`src/rtl/stereo_sample_fifo.sv`:
```
// Two independent 16-bit sample FIFOs (left/right) for a codec datapath, each gated by a prefill threshold.
// Head sample is registered and valid in the pop cycle; writes to a full FIFO are dropped, pops while empty return zero.

// One channel: circular buffer with PRIME/STREAM gating and sticky flags.
// RD data comes from a registered head; next head is precomputed from post-edge pointers.
module stereo_sample_fifo_chan #(
  parameter int DEPTH_LOG2 = 4,
  parameter int PREFILL    = 8
) (
  input  logic                  i_clk,
  input  logic                  i_rst,
  input  logic                  i_wr,
  input  logic [15:0]           i_wr_data,
  input  logic                  i_rd,
  input  logic                  i_clr,
  output logic [15:0]           o_rd_data,
  output logic [DEPTH_LOG2:0]   o_level,
  output logic                  o_ovf,
  output logic                  o_udf
);
  localparam int AW = DEPTH_LOG2;
  localparam int LW = DEPTH_LOG2 + 1;
  localparam logic [DEPTH_LOG2:0] C_DEPTH   = LW'(2**DEPTH_LOG2);
  localparam logic [DEPTH_LOG2:0] C_PREFILL = LW'(PREFILL);

  typedef enum logic {PRIME, STREAM} state_t;

  state_t                r_state;
  state_t                w_state_nxt;
  logic [15:0]           r_mem [2**DEPTH_LOG2];
  logic [AW-1:0]         r_wptr;
  logic [AW-1:0]         r_rptr;
  logic [AW-1:0]         w_rptr_nxt;
  logic [DEPTH_LOG2:0]   r_level;
  logic [DEPTH_LOG2:0]   w_level_popped;
  logic [DEPTH_LOG2:0]   w_level_nxt;
  logic [15:0]           r_rd_data;
  logic [15:0]           w_head_nxt;
  logic                  r_ovf;
  logic                  r_udf;
  logic                  w_pop;
  logic                  w_push;
  logic                  w_ovf_evt;
  logic                  w_udf_evt;

  always_comb begin
    w_pop          = (r_state == STREAM) && i_rd && (r_level != '0);
    w_udf_evt      = (r_state == STREAM) && i_rd && (r_level == '0);
    w_push         = i_wr && ((r_level != C_DEPTH) || w_pop);
    w_ovf_evt      = i_wr && (r_level == C_DEPTH) && !w_pop;
    w_level_popped = r_level - LW'(w_pop);
    w_level_nxt    = w_level_popped + LW'(w_push);
    w_rptr_nxt     = r_rptr + AW'(w_pop);

    w_state_nxt = r_state;
    if (r_state == STREAM) begin
      if (w_udf_evt) w_state_nxt = PRIME;
    end else if (w_level_nxt >= C_PREFILL) begin
      w_state_nxt = STREAM;
    end

    // A sample written into an empty buffer is the new head; it is not in r_mem yet.
    w_head_nxt = 16'h0000;
    if ((w_state_nxt == STREAM) && (w_level_nxt != '0)) begin
      w_head_nxt = (w_level_popped == '0) ? i_wr_data : r_mem[w_rptr_nxt];
    end
  end

  always_ff @(posedge i_clk) begin
    if (w_push) r_mem[r_wptr] <= i_wr_data;
  end

  always_ff @(posedge i_clk or posedge i_rst) begin
    if (i_rst) begin
      r_state   <= PRIME;
      r_wptr    <= '0;
      r_rptr    <= '0;
      r_level   <= '0;
      r_rd_data <= 16'h0000;
      r_ovf     <= 1'b0;
      r_udf     <= 1'b0;
    end else begin
      r_state   <= w_state_nxt;
      r_wptr    <= r_wptr + AW'(w_push);
      r_rptr    <= w_rptr_nxt;
      r_level   <= w_level_nxt;
      r_rd_data <= w_head_nxt;
      r_ovf     <= w_ovf_evt || (r_ovf && !i_clr);
      r_udf     <= w_udf_evt || (r_udf && !i_clr);
    end
  end

  assign o_rd_data = r_rd_data;
  assign o_level   = r_level;
  assign o_ovf     = r_ovf;
  assign o_udf     = r_udf;
endmodule

// Stereo wrapper: two channels sharing only clock, reset and the flag clear.
// Per-channel latency and overflow/underflow behaviour are those of stereo_sample_fifo_chan.
module stereo_sample_fifo #(
  parameter int DEPTH_LOG2 = 4,
  parameter int PREFILL    = 8
) (
  input  logic                  MCLK,
  input  logic                  RESET,
  input  logic                  WR_LEFT,
  input  logic [15:0]           WR_DATA_LEFT,
  input  logic                  WR_RIGHT,
  input  logic [15:0]           WR_DATA_RIGHT,
  input  logic                  RD_LEFT,
  output logic [15:0]           RD_DATA_LEFT,
  input  logic                  RD_RIGHT,
  output logic [15:0]           RD_DATA_RIGHT,
  output logic [DEPTH_LOG2:0]   LEVEL_LEFT,
  output logic [DEPTH_LOG2:0]   LEVEL_RIGHT,
  output logic                  OVERFLOW_LEFT,
  output logic                  OVERFLOW_RIGHT,
  output logic                  UNDERFLOW_LEFT,
  output logic                  UNDERFLOW_RIGHT,
  input  logic                  CLR_FLAGS
);
  stereo_sample_fifo_chan #(.DEPTH_LOG2(DEPTH_LOG2), .PREFILL(PREFILL)) u_left (
    .i_clk(MCLK), .i_rst(RESET), .i_wr(WR_LEFT), .i_wr_data(WR_DATA_LEFT),
    .i_rd(RD_LEFT), .i_clr(CLR_FLAGS), .o_rd_data(RD_DATA_LEFT),
    .o_level(LEVEL_LEFT), .o_ovf(OVERFLOW_LEFT), .o_udf(UNDERFLOW_LEFT)
  );

  stereo_sample_fifo_chan #(.DEPTH_LOG2(DEPTH_LOG2), .PREFILL(PREFILL)) u_right (
    .i_clk(MCLK), .i_rst(RESET), .i_wr(WR_RIGHT), .i_wr_data(WR_DATA_RIGHT),
    .i_rd(RD_RIGHT), .i_clr(CLR_FLAGS), .o_rd_data(RD_DATA_RIGHT),
    .o_level(LEVEL_RIGHT), .o_ovf(OVERFLOW_RIGHT), .o_udf(UNDERFLOW_RIGHT)
  );
endmodule

```
`config.mk`:
```
export PLATFORM = sky130hd
export DESIGN_NAME = stereo_sample_fifo
export DESIGN_NICKNAME = d
export VERILOG_FILES = /design/src/rtl/stereo_sample_fifo.sv
export SDC_FILE = /design/constraint.sdc
export NUM_CORES = 1
export LEC_CHECK = 0
export ABC_CLOCK_PERIOD_IN_PS = 3400
export CAP_MARGIN = 5
export CORE_MARGIN = 2
export CORE_UTILIZATION = 35
export DETAILED_ROUTE_END_ITERATION = 10
export PLACE_DENSITY = 0.61
export SETUP_SLACK_MARGIN = 0.1
export SYNTH_ARGS = -nofsm -noshare
export SYNTH_HDL_FRONTEND = slang
export SYNTH_SLANG_ARGS = --single-unit
```
`constraint.sdc`:
```
create_clock -name MCLK -period 3.4 [get_ports MCLK]
set_clock_uncertainty 0.15 [all_clocks]
set_input_delay 1.02 -clock MCLK [delete_from_list [all_inputs] [get_ports MCLK]]
set_output_delay 1.02 -clock MCLK [all_outputs]
set_load 0.1 [all_outputs]
```
### Word-level counts from Yosys, hierarchy flattened

Memory sizes are Yosys's and may differ from the RTL's.
Index checks and enable logic that the tools add are counted.

| storage, ports and cells | value |
|---|---|
| ROM bits | 0 |
| memory bits (writable) | 512 |
| logic and storage cells | 79 |
| input port bits | 39 |
| latch bits | 0 |
| output and inout bits | 46 |
| memories | 2 |
| bits in registers | 64 |

| operators by class | value |
|---|---|
| eq/ne operators | 4 |
| order comparisons | 2 |
| div/mod/pow operators | 0 |
| multiply operators | 0 |
| add/sub/neg operators | 8 |
| shifts and indexed selects | 0 |
| mux-type cells | 14 |
| bitwise gates (word level) | 0 |
| reduce and logical (&&, ||, !) cells | 35 |

Memories:

| name | words | width | rd ports | clocked after memory_dff | write ports | RTL line | source |
|---|---|---|---|---|---|---|---|
| u_left.r_mem | 16 | 16 | 1 | 0 | 1 | 30 | `logic [15:0] r_mem [2**DEPTH_LOG2];` |
| u_right.r_mem | 16 | 16 | 1 | 0 | 1 | 30 |  |

Operator list:

| kind | number |
|---|---|
| 16-bit 2-to-1 mux | 4 |
| 5-bit logical NOT | 4 |
| 5-bit nonzero test | 4 |
| 1-bit logical AND | 18 |
| 4-bit by 1-bit adder with 4-bit output | 4 |
| 5-bit by 1-bit adder with 5-bit output | 2 |
| 5-bit equality test (second input constant) | 2 |
| 5-bit by 4-bit >= comparator with 1-bit output (second input constant) | 2 |
| 1-bit 2-to-1 mux | 10 |
| 5-bit != test (second input constant) | 2 |
| 5-bit by 1-bit subtractor with 5-bit output | 2 |
| 1-bit logical OR | 6 |
| 1-bit logical NOT | 3 |

### Longest topological paths before layout

Gate-level depths: netlist (run 1).

| logic depth | value |
|---|---|
| depth in word-level cells | 10 |
| gate-level depth with buffers | 14 |
| depth with buffers taken out | 12 |

### Hierarchy

A second synthesis (run 1) with hierarchy kept.

| second synthesis, totals | value |
|---|---|
| cell total of the unflattened synthesis | 1084 |
| area, all modules | 22529.1 um^2 |

By module, submodules not included:

| module | area an instance (um^2) | seq. area each (um^2) | cells each | instances |
|---|---|---|---|---|
| stereo_sample_fifo_chan | 11264.6 | 8488.1 | 542 | 2 |

### Least setup slack after synthesis (run 1)

Ideal clock, no wire load.

| path | value |
|---|---|
| path type | register to register |
| start point | register u_right.r_level[2] (netlist: u_right.o_level[2]) |
| end point | register u_right.r_rd_data[5] (netlist: u_right.o_rd_data[5]) |
| required time | 3115 ps |
| clock period less this slack | 4100 ps |
| arrival time | 3815 ps |
| library setup time | 135 ps |
| cell stages (with the launch flop) | 15 |
| path slack | -700 ps |
| path through | dfrtp_1 -> buf_6 -> or4_1 -> nor2_1 -> nor2_1 -> ha_1 -> inv_1 -> ha_1 -> ha_1 -> xnor2_1 -> xnor2_1 -> or3_4 -> a221oi_4 -> buf_6 -> nor3_2 |

| between the ends | value |
|---|---|
| longest elaborated chain between the ends | 10 |
| elaborated cells on any way between the ends | 20 |
| those cells by class | 3 x add/sub; 1 x order compare; 1 x eq/ne; 5 x mux; 9 x reduce/logical; 1 x memory |

Ends and longest elaborated chain:

| element | RTL line | source |
|---|---|---|
| from (decl) | 34 | `logic [DEPTH_LOG2:0] r_level;` |
| from (signal assigned) | 86 | `r_level <= w_level_nxt;` |
| branches (longest 4 deep; another with 5-bit by 1-bit subtractor with 5-bit output) | n/a |  |
| 5-bit by 1-bit adder with 5-bit output (*) | 52 | `w_level_nxt = w_level_popped + LW'(w_push);` |
| net u_right.w_level_nxt[2] | 36 | `logic [DEPTH_LOG2:0] w_level_nxt;` |
| 5-bit by 4-bit >= comparator with 1-bit output | 58 | `end else if (w_level_nxt >= C_PREFILL) begin` |
| 1-bit 2-to-1 mux | 58 |  |
| 1-bit 2-to-1 mux | 56 | `if (r_state == STREAM) begin` |
| 1-bit logical AND (*) | 64 | `if ((w_state_nxt == STREAM) && (w_level_nxt != '0)) begin` |
| 16-bit 2-to-1 mux (*) | 64 |  |
| net u_right.w_head_nxt[5] | 38 | `logic [15:0] w_head_nxt;` |
| to (signal assigned) | 87 | `r_rd_data <= w_head_nxt;` |
| to (decl) | 37 | `logic [15:0] r_rd_data;` |

Mark *: on every way through the listed nets, which the timed path passes.

### Worst setup path after layout (run 1)

| path | value |
|---|---|
| start point | register u_right.r_level[2] (netlist: u_right.o_level[2]) |
| end point | register u_right.r_rd_data[9] (netlist: u_right.o_rd_data[9]) |

The elaborated chain is that of the path after synthesis.

==> summary.md, run 1 <==
| Metric | Value |
|---|---|
| Crit. End Element | register |
| Boundary Pins | 85 |
| Worst hold path depth | 1 |
| Bufs on Longest Clock Path | 3 |
| Inserted Clock Buffers | 57 |
| Critical path's slowest cell | or4_4 |
| Final Instance Area | about 29000 µm² |
| Cell variety after synth | 58 |
| Area Growth Syn to Fin | 27.50% |
| Die ar. | 67030 µm² |
| Commonest non-fill, non-tap cells in the layout | edfxtp_1, buf_4, mux4_2 |
| Crit Path Max Fanout | 8 |
| Final cell count without fillers | ~2.3k |
| Global-route wire length before repair | 78730 µm |
| Crit-path most repeated cell | ha_4 |
| Residual DRC | 0 |
| Initial antenna violation count | 0 |
| Largest net degree at the start of global routing | 39 |
| Routed vias | ~12k |
| Slew @ Worst Pin | slightly below 700 ps |
| Commonest non-fill, non-tap cell in the layout | edfxtp_1 |
| Worst setup startpoint | u_right.o_level[2] |
| Critical Setup Path Class | reg2reg |
| WL/cell | 23.61 µm |
| Filler Cells Inserted | 5349 |
| Port Buffer Count | 84 |
| Starting Density | 35.34% |
| Main synth FF type | edfxtp_1 |
| H-tree Lvls | 2 |
| Vias in the first global route | 12.18k |
| Synth warn | 0 |
| R2R setup slack | roughly 45 ps |
| Worst Hold Class | reg2reg |
| Antenna Nets Post-Route | 0 |
| Syn Nets | 1134 |
| GPL Wtd Cong | about 0.8 |
| Synth async-reset ratio | 11.11% |
| Max-Slew Margin vs Limit | between 50% and 60% |
| ANT cells | 0 |
| DR pass1 iterations | 5 |
| Fmax | 298.0 MHz |
| Post-synth EDFFs | between 500 and 600 |
| Count of final max-slew check failures | 0 |
| Final setup violating endpoints | 0 |
| Routed wire length | about 54000 µm |
| #FFs+latches synth | 576 |
| Number of max-cap violations | 0 |
| Tmin final | 3355 ps |
| Net count, final | approximately 1.4k |
| CP peak stage delay | 560 ps |
| DRT iter0 DRCs | 951 |
| Pwr Density | roughly 1000 nW/µm² |
| Syn Inst Count | 1079 |
| Hpwl dp | 32540 µm |
| Die height | 258.9 µm |
| CTS tree | done |
| Hold-fix buffers, CTS | 0 |
| Clock Pin Slew Worst Setup and Hold Paths | 60 ps |
| Setup TNS | 0 ps |
| GRT Total Usage | 15.80% |
| Final Hold Viols | 0 |
| Setup crit end | u_right.o_rd_data[9] |
| Grt ovf | 0 |
| Die width | 258.9 µm |
| R2r startpoint | u_right.o_level[2] |
| Synthesized area | 22740 µm² |
| Seq/Total Area, Yosys | 74.65% |
| Pleak | 9.845 nW |
| Sink Count | between 500 and 600 |
| Root Buffer | clkbuf_16 |
| Arrival @ worst endpoint | 3680 ps |
| Critical Path Source Type | register |
| # rows | 93 |
| Outcome | finished clean |
| Fin crit share | 98.69% |
| Share of cells above drive strength 1 | 43.70% |
| Core box area | 64350 µm² |
| Worst path required time | 3720 ps |
| Register-to-Register Path Depth | 14 |
| Mean Syn Cell Area | ~21 µm² |
| Worst vdd ir | 698.4 µV |
| DP Cell Count | 2136 |
| Via/cell ratio | 5.158 |
| Post-synth top area share | 67.61% |
| Unrepaired setup endpoints after global routing | yes |
| DP Area | 26270 µm² |
| Clk_lat worst skew | just over 600 ps |
| Synth area leader | edfxtp_1 |
| RR Endpoint | u_right.o_rd_data[9] |
| Crit path cell chain | or4_4, nor2_4, nor2_4, ha_4, inv_2, ha_4, ha_4, xnor2_2, xnor2_1, or3_4, a221oi_4, buf_6, buf_12, nor3_2 |
| Synth area leaders | edfxtp_1, mux4_2, dfrtp_1, mux2i_1, ha_1 |
synthesized netlist by cell type, types with 2 or more instances:
cell / n
nor4_2: 9
xor2_1: 6
a21o_1: 3
o2bb2ai_1: 2
inv_1: 11
a221o_1: 16
or3b_1: 2
xnor2_1: 10
ha_1: 16
buf_6: 8
mux4_2: 128
clkbuf_1: 18
nor3_2: 12
edfxtp_1: 512
nand2_1: 7
buf_4: 7
nand2b_1: 4
mux2i_1: 35
nand3b_1: 7
buf_2: 21
mux2_2: 16
o22ai_2: 5
nand3_1: 12
o22ai_1: 10
dfrtp_1: 64
a211oi_1: 16
nor2_1: 48
or4_1: 2
nor4_1: 8
a31oi_1: 2
nor2b_1: 17
xor2_2: 2
buf_1: 3
nor3_1: 14
and2_1: 2
nor3b_2: 2
critical path, delay by kind of cell, from the launching register on:
kind                     cells  cell delay (ps)
AND/OR/NAND/NOR              5             1180
buffers and inverters        3              370
AO/OA/AOI/OAI                1              230
adder cells (fa/ha/maj)      3              590
XOR/XNOR                     2              290
flip-flops                   1              400
stage by stage:
| step | utilization, % | total power, mW | setup slack [ps] | hold WS (ps) |
|---|---|---|---|---|
| floorplan | - | 18.22 | -382.9 | 306.4 |
| global placement | 40.83 | 22.49 | -522.8 | 323.0 |
| detailed placement | 40.83 | 22.66 | -547.5 | 320.3 |
| CTS | 44.42 | 29.81 | 80.64 | 334.7 |
| global route | 45.06 | 31.76 | -79.40 | 339.9 |
| finish | 45.06 | 30.42 | 44.51 | 333.5 |
how the worst min path moves through the flow:
| stage | startpoint | end | slack (ps) |
|---|---|---|---|
| after floorplan | u_right.r_rptr[3] | u_right.r_rptr[3] | 310 |
| after global placement | u_right.o_udf | u_right.o_udf | 320 |
| after detailed placement | u_right.o_udf | u_right.o_udf | 320 |
| after CTS | u_right.o_udf | u_right.o_udf | 330 |
| after global routing | u_right.o_udf | u_right.o_udf | 340 |
| final | u_right.o_udf | u_right.o_udf | 330 |
registers in the layout, summed over array words and instances (netlist names), 4 cells and up:
register / count
u_left.r_wptr: 4
u_right.o_rd_data: 16
u_left.r_rptr: 4
u_left.r_mem: 256
u_right.r_wptr: 4
u_left.o_rd_data: 16
u_right.o_level: 5
u_left.o_level: 5
u_right.r_rptr: 4
u_right.r_mem: 256
layer usage:
metal  up-vias  routed length (µm)  track usage (%)  part of all wire [%]
met1      6261               23610            22.53                    44
met4         0                1049            4.143                   2.0
met3        72                2890            2.636                   5.4
met5         -                   0                0                     0
met2       314               25990            25.27                    49
li1       5046                   -                -                     -
power breakdown:
group	internal (mW)	switching, mW	total, mW
Sequential	8.77	0.482	9.26
Combinational	7.01	7.83	14.8
Clock	3.66	2.67	6.33
logic make-up after synthesis:
family	share of synthesized area, %
compound gates	2.652
xor+xnor	0.8582
fa+ha+maj	0.8803
buf+inv	1.618
flops	74.65
mux	15.01
simple gates	4.335
cell type report:
class	count	area [µm²]	share of cell area [%]
clock inverters	30	317.8	1.096
clock buffers	77	1582	5.454
inverters	11	45.04	0.1553
flip-flops and latches	576	16990	58.58
well taps	855	1070	3.689
repair buffers	283	2913	10.05
multi-input cells	435	6083	20.98
repair_timing:
item / in CTS / in global routing
pin swaps: 15 / 19
gates cloned: 4 / 3
endpoints found under the setup margin: 30 / 32
buffers inserted: 12 / 6
resized for setup: 34 / 47
Note: power is estimated with default switching activity, not from simulation.
==> run 2: changes to the inputs <==
--- a/config.mk
+++ b/config.mk
@@ -5,13 +5,13 @@
 export SDC_FILE = /design/constraint.sdc
 export NUM_CORES = 1
 export LEC_CHECK = 0
-export ABC_CLOCK_PERIOD_IN_PS = 3400
+export ABC_CLOCK_PERIOD_IN_PS = 3000
 export CAP_MARGIN = 5
 export CORE_MARGIN = 2
 export CORE_UTILIZATION = 35
 export DETAILED_ROUTE_END_ITERATION = 10
+export GPL_TIMING_DRIVEN = 1
 export PLACE_DENSITY = 0.61
-export SETUP_SLACK_MARGIN = 0.1
 export SYNTH_ARGS = -nofsm -noshare
 export SYNTH_HDL_FRONTEND = slang
 export SYNTH_SLANG_ARGS = --single-unit
==> constraint.sdc (replaced) <==
create_clock -name MCLK -period 3 [get_ports MCLK]
set_clock_uncertainty 0.15 [all_clocks]
set_input_delay 0.9 -clock MCLK [delete_from_list [all_inputs] [get_ports MCLK]]
set_output_delay 0.9 -clock MCLK [all_outputs]
set_load 0.1 [all_outputs]
==> run 2 against run 1 <==
The flow now finishes with violations (negative setup slack). Via count is 0.97% higher. Combinational power grew 22%. Worst setup slack worse by 410 ps. Core utilization rose by 0.96 points. Design area increased by 2.1%. Sequential power rose by 12%. Hold slack better by 3.9 ps. Final cell count up 1.7%. Non-clock buffer count grew 34. Maximum frequency is 0.15% lower. Sequential cell count did not move. Count of clock-buffer cells in the layout shrank 2. Critical path type unchanged.
==> summary.md, run 2 (same netlist as run 1, synthesis figures left out) <==
| Metric | Value |
|---|---|
| Pwr Density | 1210 nW/µm² (+15%) |
| Clk_lat worst skew | 650 ps (+40 ps) |
| Initial antenna violation count | 0 (unchanged) |
| Crit path cell chain | or4_4, nor2_4, nor2_4, ha_4, inv_4, ha_4, ha_4, xnor2_4, xnor2_2, or3_4, a221oi_4, buf_6, buf_12, nor3_4 |
| Share of cells above drive strength 1 | 45.49% (+1.8 points) |
| Pre-CTS WS | -794.6 ps (-247.1 ps) |
| DR WL met2 | 26950 µm (+3.7%) |
| Pleak | 10.15 nW (+3.1%) |
| Inserted Clock Buffers | 59 (+3.5%) |
| Max-Slew Margin vs Limit | 60.28% (+6.7 points) |
| Slew @ Worst Pin | 593.9 ps (-100.2 ps) |
| Largest net degree at the start of global routing | 33 (-15%) |
| Fin crit share | 112.0% (+13 points) |
| Core box area | 64350 µm² (unchanged) |
| # rows | 93 (unchanged) |
| DP Cell Count | 2153 (+0.80%) |
| Failing checks | negative setup slack |
| Worst Hold Class | reg2reg |
| Hpwl dp | 32250 µm (-0.90%) |
| Critical Setup Path Class | reg2reg |
| Routed wire length | 53520 µm (about the same) |
| Global-route wire length before repair | 79630 µm (+1.1%) |
| R2R setup slack | -360 ps (-410 ps) |
| Critical Path Source Type | register |
| Residual DRC | 0 (unchanged) |
| Root Buffer | clkbuf_16 |
| Vias in the first global route | 12.53k (+2.9%) |
| Top sig layer | met4 |
| Routed vias | 11.81k (+0.97%) |
| Antenna Nets Post-Route | 0 (unchanged) |
| Worst path required time | 3320 ps (-400 ps) |
| Sink Count | 576 (unchanged) |
| Final cell count without fillers | 2306 (+1.7%) |
| Net count, final | 1455 (+2.5%) |
| Die width | 258.9 µm (unchanged) |
| Top Registers | u_left.r_mem (256), u_right.r_mem (256) |
| H-tree Lvls | 2 (unchanged) |
| ANT cells | 0 (unchanged) |
| Die height | 258.9 µm (unchanged) |
| Arrival @ worst endpoint | 3680 ps (about the same) |
| Grt ovf | 0 (unchanged) |
| Die ar. | 67030 µm² (unchanged) |
| Hold Slack | 337.3 ps (+3.873 ps) |
| CP peak stage delay | 550 ps (about the same) |
| Commonest non-fill, non-tap cell in the layout | edfxtp_1 |
| Outcome | finished, violations left |
| WP buf/inv | 3 (unchanged) |
| Met1 wire length | 22630 µm (-4.1%) |
| DRT iter0 DRCs | 911 (-4.2%) |
| Worst vdd ir | 624.8 µV (-11%) |
| Power Total | 35.84 mW (+18%) |
| Final Instance Area | 29610 µm² (+2.1%) |
| DP Area | 26470 µm² (+0.77%) |
| Via/cell ratio | 5.120 (-0.74%) |
| Crit Path Max Fanout | 8 (unchanged) |
| CTS tree | done |
| Fin util | 46.02% (+0.96 points) |
| Port Buffer Count | 84 (unchanged) |
| Final WS setup | -360.7 ps (-405.2 ps) |
| Area Growth Syn to Fin | 30.22% |
| Starting Density | 35.34% (unchanged) |
| Crit-path most repeated cell | ha_4 |
| Delay-heaviest family, CP | simple AND/OR/NAND/NOR gates |
| Tmin final | 3361 ps (+5.161 ps) |
| Crit. End Element | register |
| Setup TNS | -8474 ps (-8474 ps) |
| GPL Wtd Cong | 0.7735 (-0.58%) |
| Final Hold Viols | 0 (unchanged) |
| DR pass1 iterations | 5 (unchanged) |
| Bufs on Longest Clock Path | 3 (unchanged) |
| Final setup violating endpoints | 39 (+39) |
| GRT Total Usage | 15.90% (+0.098 points) |
| Clock Pin Slew Worst Setup and Hold Paths | 70 ps (about the same) |
| Critical path's slowest cell | or4_4 |
| WL/cell | 23.21 µm (-1.7%) |
| Boundary Pins | 85 (unchanged) |
| Fmax | 297.6 MHz (-0.15%) |
| DR WL met3 | 2864 µm (-0.90%) |
| Count of final max-slew check failures | 0 (unchanged) |
| Unrepaired setup endpoints after global routing | yes |
| Commonest non-fill, non-tap cells in the layout | edfxtp_1, buf_4, mux4_2 |
| Number of max-cap violations | 0 (unchanged) |
==> run 2: routing by layer <==
layer / GRT usage (%) / vias to the layer above
li1: - / 5119
met1: 21.70 / 6269
met2: 26.83 / 342
met3: 2.373 / 76
met4: 3.950 / 0
met5: 0 / -
==> run 2: path summary, 6_finish.rpt <==
| kind | from | end | cells after the start |
|---|---|---|---|
| max in group asynchronous | RESET | u_right.r_wptr[0] | 3 |
| min in group asynchronous | RESET | u_right.o_rd_data[3] | 2 |
| min reg2reg | u_left.o_udf | u_left.o_udf | 1 |
| max reg2reg | u_right.o_level[3] | u_right.o_rd_data[2] | 14 |
| max | u_right.o_level[3] | u_right.o_rd_data[2] | 14 |
| min | u_left.o_udf | u_left.o_udf | 1 |
==> run 2: layout make-up <==
class | instances | area [µm²]
clock buffer | 75 | 1597
clock inverter | 37 | 402.9
fill | 5345 | 34730
inverter | 11 | 47.55
multi-input combinational | 435 | 6191
sequential | 576 | 16990
tap | 855 | 1070
timing repair buffer | 317 | 3321
==> run 2: power by group <==
group          internal [mW]  switching (mW)  leakage (nW)
clock                   4.30            3.14         0.971
sequential              9.94           0.494          5.37
combinational           8.66            9.30          3.81
==> run 2: timing repair <==
action / 4_1_cts / 5_1_grt
gates resized for setup: 73 / 59
endpoints found under the setup margin: 34 / 123
pin swaps: 29 / 30
gates cloned: 5 / 1
setup buffers: 22 / 19
hold buffers: 0 / 0
==> run 3: changes to the inputs <==
--- a/config.mk
+++ b/config.mk
@@ -15,3 +15,4 @@
 export SYNTH_ARGS = -nofsm -noshare
 export SYNTH_HDL_FRONTEND = slang
 export SYNTH_SLANG_ARGS = --single-unit
+export TNS_END_PERCENT = 1
==> run 3 against run 2 <==
The flow still finishes with violations (negative setup slack). Hold slack worse by 2.4 ps. Clock power up 3.9%. Die area unchanged. Via count decreased by 0.95%. Critical path depth did not move. Global-route usage is 0.10 points lower. Sequential share of layout area is 1.2 points higher. Total power decreased by 4.5%. Sequential power about the same. Non-clock buffer count down 26.
==> summary.md, run 3 (same netlist as run 1, synthesis figures left out) <==
| Metric | Value |
|---|---|
| Outcome | finished, violations left |
| Failing checks | negative setup slack |
| Critical Path Source Type | register |
| Final WS setup | -357.4 ps (+3.247 ps) |
| Flop pwr share | 30.4% (+1.3 points) |
| R2r startpoint | u_left.o_level[2] |
| Commonest non-fill, non-tap cells in the layout | edfxtp_1, buf_4, mux4_2 |
| Area Growth Syn to Fin | 27.42% |
| Worst Hold Class | reg2reg |
| Sink Count | 576 (unchanged) |
| Net count, final | 1429 (-1.8%) |
| Clock Pin Slew Worst Setup and Hold Paths | 60 ps (about the same) |
| Crit Path Max Fanout | 4 (-4) |
| Bufs on Longest Clock Path | 3 (unchanged) |
| Largest net degree at the start of global routing | 65 (+97%) |
| Pleak | 9.904 nW (-2.4%) |
| Residual DRC | 0 (unchanged) |
| R2R setup slack | -360 ps (about the same) |
| Fmax | 297.8 MHz (about the same) |
| Pwr Density | 1182 nW/µm² (-2.4%) |
| Number of max-cap violations | 0 (unchanged) |
| ANT cells | 0 (unchanged) |
| Inserted Clock Buffers | 59 (unchanged) |
| Worst setup startpoint | u_left.o_level[2] |
| H-tree Lvls | 2 (unchanged) |
| Worst vdd ir | 671.6 µV (+7.5%) |
| Fin crit share | 111.9% (about the same) |
| Final Hold Viols | 0 (unchanged) |
| Unrepaired setup endpoints after global routing | yes |
| Final setup violating endpoints | 33 (-15%) |
| Clk_lat worst skew | 630 ps (-20 ps) |
| Via/cell ratio | 5.131 (+0.22%) |
| Hpwl dp | 33340 µm (+3.4%) |
| Top Registers | u_left.r_mem (256), u_right.r_mem (256) |
| Antenna Nets Post-Route | 0 (unchanged) |
| Critical Setup Path Class | reg2reg |
| Port Buffer Count | 84 (unchanged) |
| NetSw | 12.14 mW (-6.1%) |
| Global-route wire length before repair | 78780 µm (-1.1%) |
| DR pass1 iterations | 5 (unchanged) |
| Die ar. | 67030 µm² (unchanged) |
| Worst path required time | 3380 ps (+60 ps) |
| GPL Wtd Cong | 0.7834 (+1.3%) |
| Max-Slew Margin vs Limit | 57.34% (-2.9 points) |
| Vias in the first global route | 12.16k (-3.0%) |
| Count of final max-slew check failures | 0 (unchanged) |
| Tmin final | 3357 ps (-3.247 ps) |
| Slew @ Worst Pin | 637.8 ps (+43.98 ps) |
| Root Buffer | clkbuf_16 |
| Filler Cells Inserted | 5425 (+1.5%) |
| Hold-fix buffers, CTS | 0 (unchanged) |
| Routed wire length | 52470 µm (-2.0%) |
| Fin util | 45.03% (-0.99 points) |
| CTS tree | done |
| Die height | 258.9 µm (unchanged) |
| # rows | 93 (unchanged) |
| Routed vias | 11.69k (-0.95%) |
| Boundary Pins | 85 (unchanged) |
| Core box area | 64350 µm² (unchanged) |
| Clk pwr share | 22.6% (+1.8 points) |
| Switching Fraction | 35.46% (-0.62 points) |
| WL/cell | 23.02 µm (-0.80%) |
| Die width | 258.9 µm (unchanged) |
| Int Power | 22.10 mW (-3.5%) |
| Arrival @ worst endpoint | 3730 ps (+50 ps) |
| Initial antenna violation count | 1 (+1) |
| Gate power share | 47.0% (-3.1 points) |
| Share of cells above drive strength 1 | 42.56% (-2.9 points) |
| DRT iter0 DRCs | 948 (+4.1%) |
| Commonest non-fill, non-tap cell in the layout | edfxtp_1 |
| Grt ovf | 0 (unchanged) |
| Pre-CTS WS | -1126 ps (-331.0 ps) |
| GRT Total Usage | 15.79% (-0.10 points) |
| Crit. End Element | register |
| HP Start | u_right.o_udf |
| Starting Density | 35.34% (unchanged) |
-- run 3: changes by cell type in the layout (fill, tap and decap cells not counted), moves of 8 or more --
cell      delta
mux2_2      +12
o22ai_4     -11
a211oi_1    +10
o22ai_1      +8
mux2_4      -12
buf_12       -9
a211oi_2     -9
-- run 3: worst paths after layout --
path | depth (start not counted) | end
min reg2reg | 1 | u_right.o_udf
max in group asynchronous | 3 | u_right.o_rd_data[11]
min in group asynchronous | 3 | u_right.o_rd_data[2]
max | 14 | u_left.o_rd_data[10]
max reg2reg | 14 | u_left.o_rd_data[10]
min | 1 | u_right.o_udf
-- run 3: final cells by class --
cell class,instances,area (µm²),area share (%)
Clock buffer,81,1620,5.592
Clock inverter,30,462.9,1.598
Inverter,11,42.54,0.1468
Multi-Input combinational cell,435,5873,20.27
Sequential cell,576,16980,58.60
Tap cell,855,1070,3.692
Timing Repair Buffer,291,2927,10.10
-- run 3: through the flow --
| step | setup TNS [ps] | total power [mW] | hold WS (ps) | cell area, µm² | std cells |
|---|---|---|---|---|---|
| after floorplan | -101330 | 20.44 | 306.4 | 22770 | 1079 |
| after global placement | -206120 | 25.69 | 323.2 | 26430 | 2156 |
| after detailed placement | -196520 | 25.86 | 328.5 | 26430 | 2156 |
| after CTS | -8683 | 34.12 | 341.5 | 28720 | 2273 |
| after global routing | -12260 | 35.75 | 366.1 | 28980 | 2279 |
| final | -8934 | 34.24 | 334.9 | 28980 | 2279 |
-- run 3: critical path: stages, from the launching register on --
cell      delay, ps
dfrtp_1         370
or4_4           570
nor2_4          120
nor2_2           40
ha_2            210
ha_4            260
inv_2            40
or4_4           530
buf_4           160
o21bai_4        160
buf_12          140
buf_4           120
a211oi_2         50
buf_4           140
nor4_2          190
-- run 3: timing repair --
| item | in CTS | in global routing |
|---|---|---|
| resized for setup | 24 | 33 |
| pin swaps | 10 | 19 |
| setup buffers | 4 | 7 |
| gates cloned | 2 | 0 |
| setup endpoints to repair | 35 | 44 |
-- run 3: power groups by stage --
stage / registers (mW) / logic (mW) / clock network [mW]
after floorplan: 12.6 / 7.86 / 0
after global placement: 10.5 / 15.2 / 0
after detailed placement: 10.6 / 15.3 / 0
after CTS: 10.4 / 15.8 / 7.89
after global routing: 10.5 / 17.0 / 8.19
final: 10.4 / 16.1 / 7.73
-- run 3: metal layers --
layer,vias to the layer above,part of all wire [%],track usage (%)
met1,6236,44,22.36
met4,0,2.3,4.560
met3,88,5.7,3.144
met2,308,48,24.85
met5,-,0,0
li1,5062,-,-
